[src/rtl/ysyx_22050078_pcu_pkg.sv]
// Shared constants and FSM encoding for the ysyx_22050078 program-counter unit.
package ysyx_22050078_pcu_pkg;

  localparam int unsigned CPU_WIDTH  = 64;
  localparam int unsigned INST_WIDTH = 32;
  localparam logic [63:0] RESET_PC   = 64'h8000_0000;

  typedef enum logic [1:0] {
    StIdle = 2'd0,
    StReq  = 2'd1,
    StWait = 2'd2,
    StHalt = 2'd3
  } pcu_state_e;

endpackage

[src/rtl/ysyx_22050078_npc_sel.sv]
// Next-PC priority mux (trap > jump > sequential) with instruction-alignment check.
module ysyx_22050078_npc_sel #(
  parameter int unsigned CPU_WIDTH = ysyx_22050078_pcu_pkg::CPU_WIDTH
) (
  input  logic [CPU_WIDTH-1:0] i_pc,
  input  logic                 i_jump_en,
  input  logic [CPU_WIDTH-1:0] i_jump_target,
  input  logic                 i_trap_en,
  input  logic [CPU_WIDTH-1:0] i_trap_vec,
  output logic [CPU_WIDTH-1:0] o_npc,
  output logic                 o_misalign
);

  always_comb begin
    o_npc = i_pc + CPU_WIDTH'(4);
    if (i_trap_en) begin
      o_npc = i_trap_vec;
    end else if (i_jump_en) begin
      o_npc = i_jump_target;
    end
    o_misalign = (o_npc[1:0] != 2'b00);
  end

endmodule

[src/rtl/ysyx_22050078_pcu.sv]
// Program-counter unit: issues one fetch per instruction, waits for commit, then advances
// the PC; also keeps the retired-instruction count and sticky halt/misalign status.
module ysyx_22050078_pcu #(
  parameter int unsigned           CPU_WIDTH = ysyx_22050078_pcu_pkg::CPU_WIDTH,
  parameter logic [CPU_WIDTH-1:0]  RESET_PC  = ysyx_22050078_pcu_pkg::RESET_PC
) (
  input  logic                 clk,
  input  logic                 rst,
  output logic [CPU_WIDTH-1:0] o_pc,
  output logic [CPU_WIDTH-1:0] o_dnpc,
  output logic                 o_fetch_valid,
  input  logic                 i_fetch_ready,
  input  logic                 i_commit,
  input  logic                 i_jump_en,
  input  logic [CPU_WIDTH-1:0] i_jump_target,
  input  logic                 i_trap_en,
  input  logic [CPU_WIDTH-1:0] i_trap_vec,
  input  logic                 i_halt,
  output logic                 o_halted,
  output logic                 o_misalign,
  output logic [63:0]          o_inst_cnt
);
  import ysyx_22050078_pcu_pkg::*;

  pcu_state_e           state_q;
  logic [CPU_WIDTH-1:0] pc_q;
  logic                 fetch_valid_q;
  logic                 halted_q;
  logic                 misalign_q;
  logic [63:0]          inst_cnt_q;

  logic [CPU_WIDTH-1:0] npc;
  logic                 npc_misalign;

  ysyx_22050078_npc_sel #(
    .CPU_WIDTH(CPU_WIDTH)
  ) u_npc_sel (
    .i_pc          (pc_q),
    .i_jump_en     (i_jump_en),
    .i_jump_target (i_jump_target),
    .i_trap_en     (i_trap_en),
    .i_trap_vec    (i_trap_vec),
    .o_npc         (npc),
    .o_misalign    (npc_misalign)
  );

  // fetch_valid_q is kept in lockstep with state_q == StReq so the request is registered.
  always_ff @(posedge clk) begin
    if (rst) begin
      state_q       <= StIdle;
      pc_q          <= RESET_PC;
      fetch_valid_q <= 1'b0;
      halted_q      <= 1'b0;
      misalign_q    <= 1'b0;
      inst_cnt_q    <= 64'd0;
    end else begin
      unique case (state_q)
        StIdle: begin
          state_q       <= StReq;
          fetch_valid_q <= 1'b1;
        end
        StReq: begin
          if (i_fetch_ready) begin
            state_q       <= StWait;
            fetch_valid_q <= 1'b0;
          end
        end
        StWait: begin
          if (i_commit) begin
            inst_cnt_q <= inst_cnt_q + 64'd1;
            // ebreak wins over any redirect; a bad target halts without moving the PC.
            if (i_halt) begin
              state_q  <= StHalt;
              halted_q <= 1'b1;
            end else if (npc_misalign) begin
              state_q    <= StHalt;
              halted_q   <= 1'b1;
              misalign_q <= 1'b1;
            end else begin
              pc_q          <= npc;
              state_q       <= StReq;
              fetch_valid_q <= 1'b1;
            end
          end
        end
        StHalt: begin
          state_q <= StHalt;
        end
        default: begin
          state_q <= StIdle;
        end
      endcase
    end
  end

  assign o_pc          = pc_q;
  assign o_dnpc        = npc;
  assign o_fetch_valid = fetch_valid_q;
  assign o_halted      = halted_q;
  assign o_misalign    = misalign_q;
  assign o_inst_cnt    = inst_cnt_q;

endmodule

[config.mk]
export PLATFORM = sky130hd
export DESIGN_NAME = ysyx_22050078_pcu
export DESIGN_NICKNAME = d
export VERILOG_FILES = /design/src/rtl/ysyx_22050078_pcu_pkg.sv /design/src/rtl/ysyx_22050078_npc_sel.sv /design/src/rtl/ysyx_22050078_pcu.sv
export SDC_FILE = /design/constraint.sdc
export NUM_CORES = 1
export LEC_CHECK = 0
export ABC_AREA = 1
export CAP_MARGIN = 15
export CORE_MARGIN = 5
export CORE_UTILIZATION = 35
export CTS_CLUSTER_DIAMETER = 150
export DETAILED_ROUTE_END_ITERATION = 12
export PLACE_DENSITY = 0.69
export SLEW_MARGIN = 20
export SYNTH_ARGS = -nofsm -noshare
export SYNTH_HDL_FRONTEND = slang
export SYNTH_SLANG_ARGS = --single-unit
[constraint.sdc]
create_clock -name clk -period 4.2 [get_ports clk]
set_clock_uncertainty 0.15 [all_clocks]
set_input_delay 1.05 -clock clk [delete_from_list [all_inputs] [get_ports clk]]
set_output_delay 1.05 -clock clk [all_outputs]
set_load 0.02 [all_outputs]
* Yosys cells after proc, flatten, opt, wreduce, memory -nomap -nowiden
Index checks and enable logic that the tools add are counted.
Storage, ports and cells: bits in registers 133
Operators by class: reduce and logical (&&, ||, !) cells 10, add/subtract/negate cells 2, bitwise operators 2, equality and inequality tests 7, muxes and demuxes 14
Operators with widths (count):
- 2-to-1 mux 64 bit | 2
- adder 64 x 1 -> 64 bit (second input constant) | 1
- adder 64 x 3 -> 64 bit (second input constant) | 1
- 2-to-1 mux 2 bit | 4
- inequality test 2 bit (second input constant) | 4
- one-hot mux 2 bit (4 select lines) | 1
- AND reduction 4 bit | 2
- 2-to-1 mux 1 bit | 6
- AND reduction 5 bit | 1
- equality test 2 bit (second input constant) | 2
- AND reduction 2 bit | 2
- nonzero test 2 bit | 2
- one-hot mux 1 bit (3 select lines) | 1
- AND reduction 3 bit | 1
- nonzero test 3 bit | 1
- equality test 2 x 1 -> 1 bit (second input constant) | 1
- logical NOT 2 bit | 1
- inverter 1 bit | 2

* Logic depth before layout (Yosys ltp)
depth in word-level cells 8, gate-level depth with buffers 13, gate-level depth less buffers 13

* Cells and area by module
A second synthesis with hierarchy kept.
Unflattened totals: cell total of the unflattened synthesis 1771, area, all modules 9853.2 µm²
By module, submodules not included:
- ysyx_22050078_pcu | sequential area each 2662.6 µm², area an instance 6179.7 µm², cells an instance 929, times used 1
- ysyx_22050078_npc_sel | sequential area each 0.0 µm², area an instance 3673.5 µm², cells an instance 842, times used 1

* Least setup slack after synthesis
Ideal clock, no wire load.
path kind input to output, start point input i_jump_en, end point output o_dnpc[18], path slack 0.901 ns, data required time 3.000 ns, path buffers 3, data arrival time 2.099 ns, stages on the path 6, path through buf_2 inv_2 buf_2 buf_1 o211ai_1 o21ai_0
Between the ends: longest elaborated chain between the ends 2
RTL lines:
- start, declared | RTL line ysyx_22050078_pcu.sv:14 | input logic i_jump_en,
- 2-to-1 mux 64 bit | RTL line ysyx_22050078_npc_sel.sv:18 | end else if (i_jump_en) begin
- 2-to-1 mux 64 bit | RTL line ysyx_22050078_npc_sel.sv:16 | if (i_trap_en) begin
- end, declared | RTL line ysyx_22050078_pcu.sv:10 | output logic [CPU_WIDTH-1:0] o_dnpc,
Every way passes these cells.

* Final worst setup path
start point input i_jump_en, end point output o_dnpc[32]
The elaborated chain is that of the path after synthesis.

==> reports/qor.txt <==
# diodes -> 0
min Tclk post-route -> 4.14 ns
LEAKAGE -> 0.00641 uW
layout overhead on the synthesized area -> 44.7%
DP HPWL -> 38.4 mm
Ys Warns -> 0
via count -> 13080
register bit total from synthesis -> 133
# rows -> 62
Synth Flop Type -> dfxtp_1
fin nets -> 2308
pwr dens -> 230 nW/um^2
Die Y -> 182 um
aggregate global-route resource usage -> 0.278
Reg2Reg Depth -> 9
commonest non-fill, non-tap cell in the layout -> nand2_1
GPL Wtd Cong -> 0.984
Hold Buf Count CTS -> 0
clk_lat worst skew -> 0.42 ns
CP required -> 3.00 ns
most frequent cells in the layout -> 525 x nand2_1, 304 x nor2_1, 292 x clkdlybuf4s50_1
share of layout cells above drive strength 1 -> 0.0696
synthesized net count -> 1976
first-pass GRT wire length -> 72.8 mm
die width -> 182 um
clk root buf -> clkbuf_16
gr ovfl total -> 0
CP Capture Type -> output pin
slew of the pin with the lowest slew margin -> 1.07 ns
critical path arrival -> 2.94 ns
Final TNS setup -> 0 ns
Post-DRT Antenna Nets -> 0
Setup CP Type -> in -> out
Rel. slew slack -> 0.285
Net Sw Power -> 980 uW
Synth async-reset ratio -> 0
Iter 0 DRT Violations -> 1179
status -> completed
Netlist cell types -> 44
Clock power frac -> 0.453
placed cell count -> 2534
CP startpoint kind -> input pin
drt pass-1 iters -> 6
Seq/Total Area, Yosys -> 0.258
die area -> 33000 um^2
Peak VDD IR -> 0.000192 V
drc violations -> 0
drt total wl -> 48.3 mm
period utilisation layout -> 0.986
WHS Path Cells -> 2
RSZ-0062 raised after global routing -> yes
core area -> 28900 um^2
vias per std cell -> 5.09
H-Tree Depth -> 4
combinational power share -> 0.173
FMAX -> 0.241 GHz
worst-path maximum fanout -> 20
Initial Util -> 0.357
Num CTS Buffers -> 17
Clock transition at path regs -> 0.07 ns
post-route insts no fill -> 2568
Clock Tree Buf Depth -> 2
Cells after Synth -> 1839
Final setup viols -> 0
I/O pin count -> 330
initial antenna violation count -> 1
CTS tree -> done
largest net degree at the start of global routing -> 87
WL/cell -> 18.8 um
worst hold path type -> reg -> reg
vias in the first global route -> 12670
Sink Count -> 133
Slew Viols, Final -> 0
port buffer count -> 329
final hold vios -> 0
WHS -> 0.312 ns
Power Internal -> 2450 uW
Post-synth EDFFs -> 0
sequential share of power -> 0.374
Mapped Avg Cell Area -> 5.60 um^2
switching part of the total power -> 0.286
Syn Std Cell Area -> 10300 um^2
max_cap viols -> 0
[layer usage]
metal / wire, um / GRT usage / up-vias / share of wire
li1: - / - / 6453 / -
met1: 19800 / 0.341 / 5963 / 0.41
met4: 1890 / 0.111 / 2 / 0.039
met5: 13 / 0 / - / 0.00027
met2: 23200 / 0.484 / 570 / 0.48
met3: 3380 / 0.0490 / 92 / 0.070
[worst max-delay path, stage by stage]
cell,delay (ns)
clkdlybuf4s50_1,0.49
inv_4,0.17
buf_12,0.19
buf_4,0.17
nor2_1,0.04
nor2_1,0.08
nand2_1,0.08
nand2_1,0.06
clkdlybuf4s50_1,0.60
[synthesized netlist by cell type (all sizes together), types with 8 or more instances]
cell type / n / area share
a21oi: 103 / 0.050
buf: 31 / 0.016
clkbuf: 26 / 0.0095
dfxtp: 133 / 0.26
inv: 270 / 0.098
nand2: 541 / 0.20
nand3: 148 / 0.076
nand4: 33 / 0.020
nor2: 335 / 0.14
nor3: 35 / 0.020
o211ai: 8 / 0.0058
o21ai: 107 / 0.054
xor2: 30 / 0.025
[registers in the layout, summed over array words and instances (netlist names)]
signal	cells
state_q	2
o_fetch_valid	1
o_inst_cnt	64
o_halted	1
o_pc	64
o_misalign	1
[power groups by stage]
stage | logic [uW] | registers (uW) | clock network, uW
2_1_floorplan | 252 | 1320 | 0
3_3_place_gp | 593 | 1310 | 0
3_5_place_dp | 597 | 1310 | 0
4_1_cts | 600 | 1280 | 1570
5_1_grt | 638 | 1290 | 1620
6_report | 595 | 1280 | 1550
[logic make-up after synthesis]
logic type,after synthesis,share of synthesized area
compound gates,241,0.127
simple gates,1102,0.460
flops,133,0.258
buf+inv,328,0.124
fa+ha+maj,2,0.00243
xor+xnor,33,0.0280
[worst paths after layout]
path | startpoint | end | slack [ns]
max reg2reg | o_inst_cnt[29] | o_inst_cnt[43] | 1.76
min reg2reg | o_fetch_valid | o_fetch_valid | 0.31
min | o_fetch_valid | o_fetch_valid | 0.31
max | i_jump_en | o_dnpc[32] | 0.06
[stage by stage]
step / utilization / worst slack (ns) / cell area (um^2) / power, uW
floorplan: - / 0.901 / 10300 / 1570
global placement: 0.491 / -0.00223 / 14200 / 1900
detailed placement: 0.491 / -0.00991 / 14200 / 1910
CTS: 0.512 / 0.00131 / 14800 / 3450
global route: 0.517 / -0.0217 / 14900 / 3550
finish: 0.517 / 0.0589 / 14900 / 3430
[cell type report]
class | count | area, um^2
Clock buffer | 18 | 429
Clock inverter | 14 | 164
Fill cell | 3016 | 13900
Inverter | 271 | 1020
Multi-Input combinational cell | 1378 | 6410
Sequential cell | 133 | 2660
Tap cell | 384 | 480
Timing Repair Buffer | 370 | 3750
[timing repair]
action | in CTS | in global routing
pin swaps | 0 | 1
setup buffers | 0 | 1
resized for setup | 4 | 45
gates cloned | 0 | 1
endpoints found under the setup margin | 4 | 42
Power figures use the tool's default switching activity.
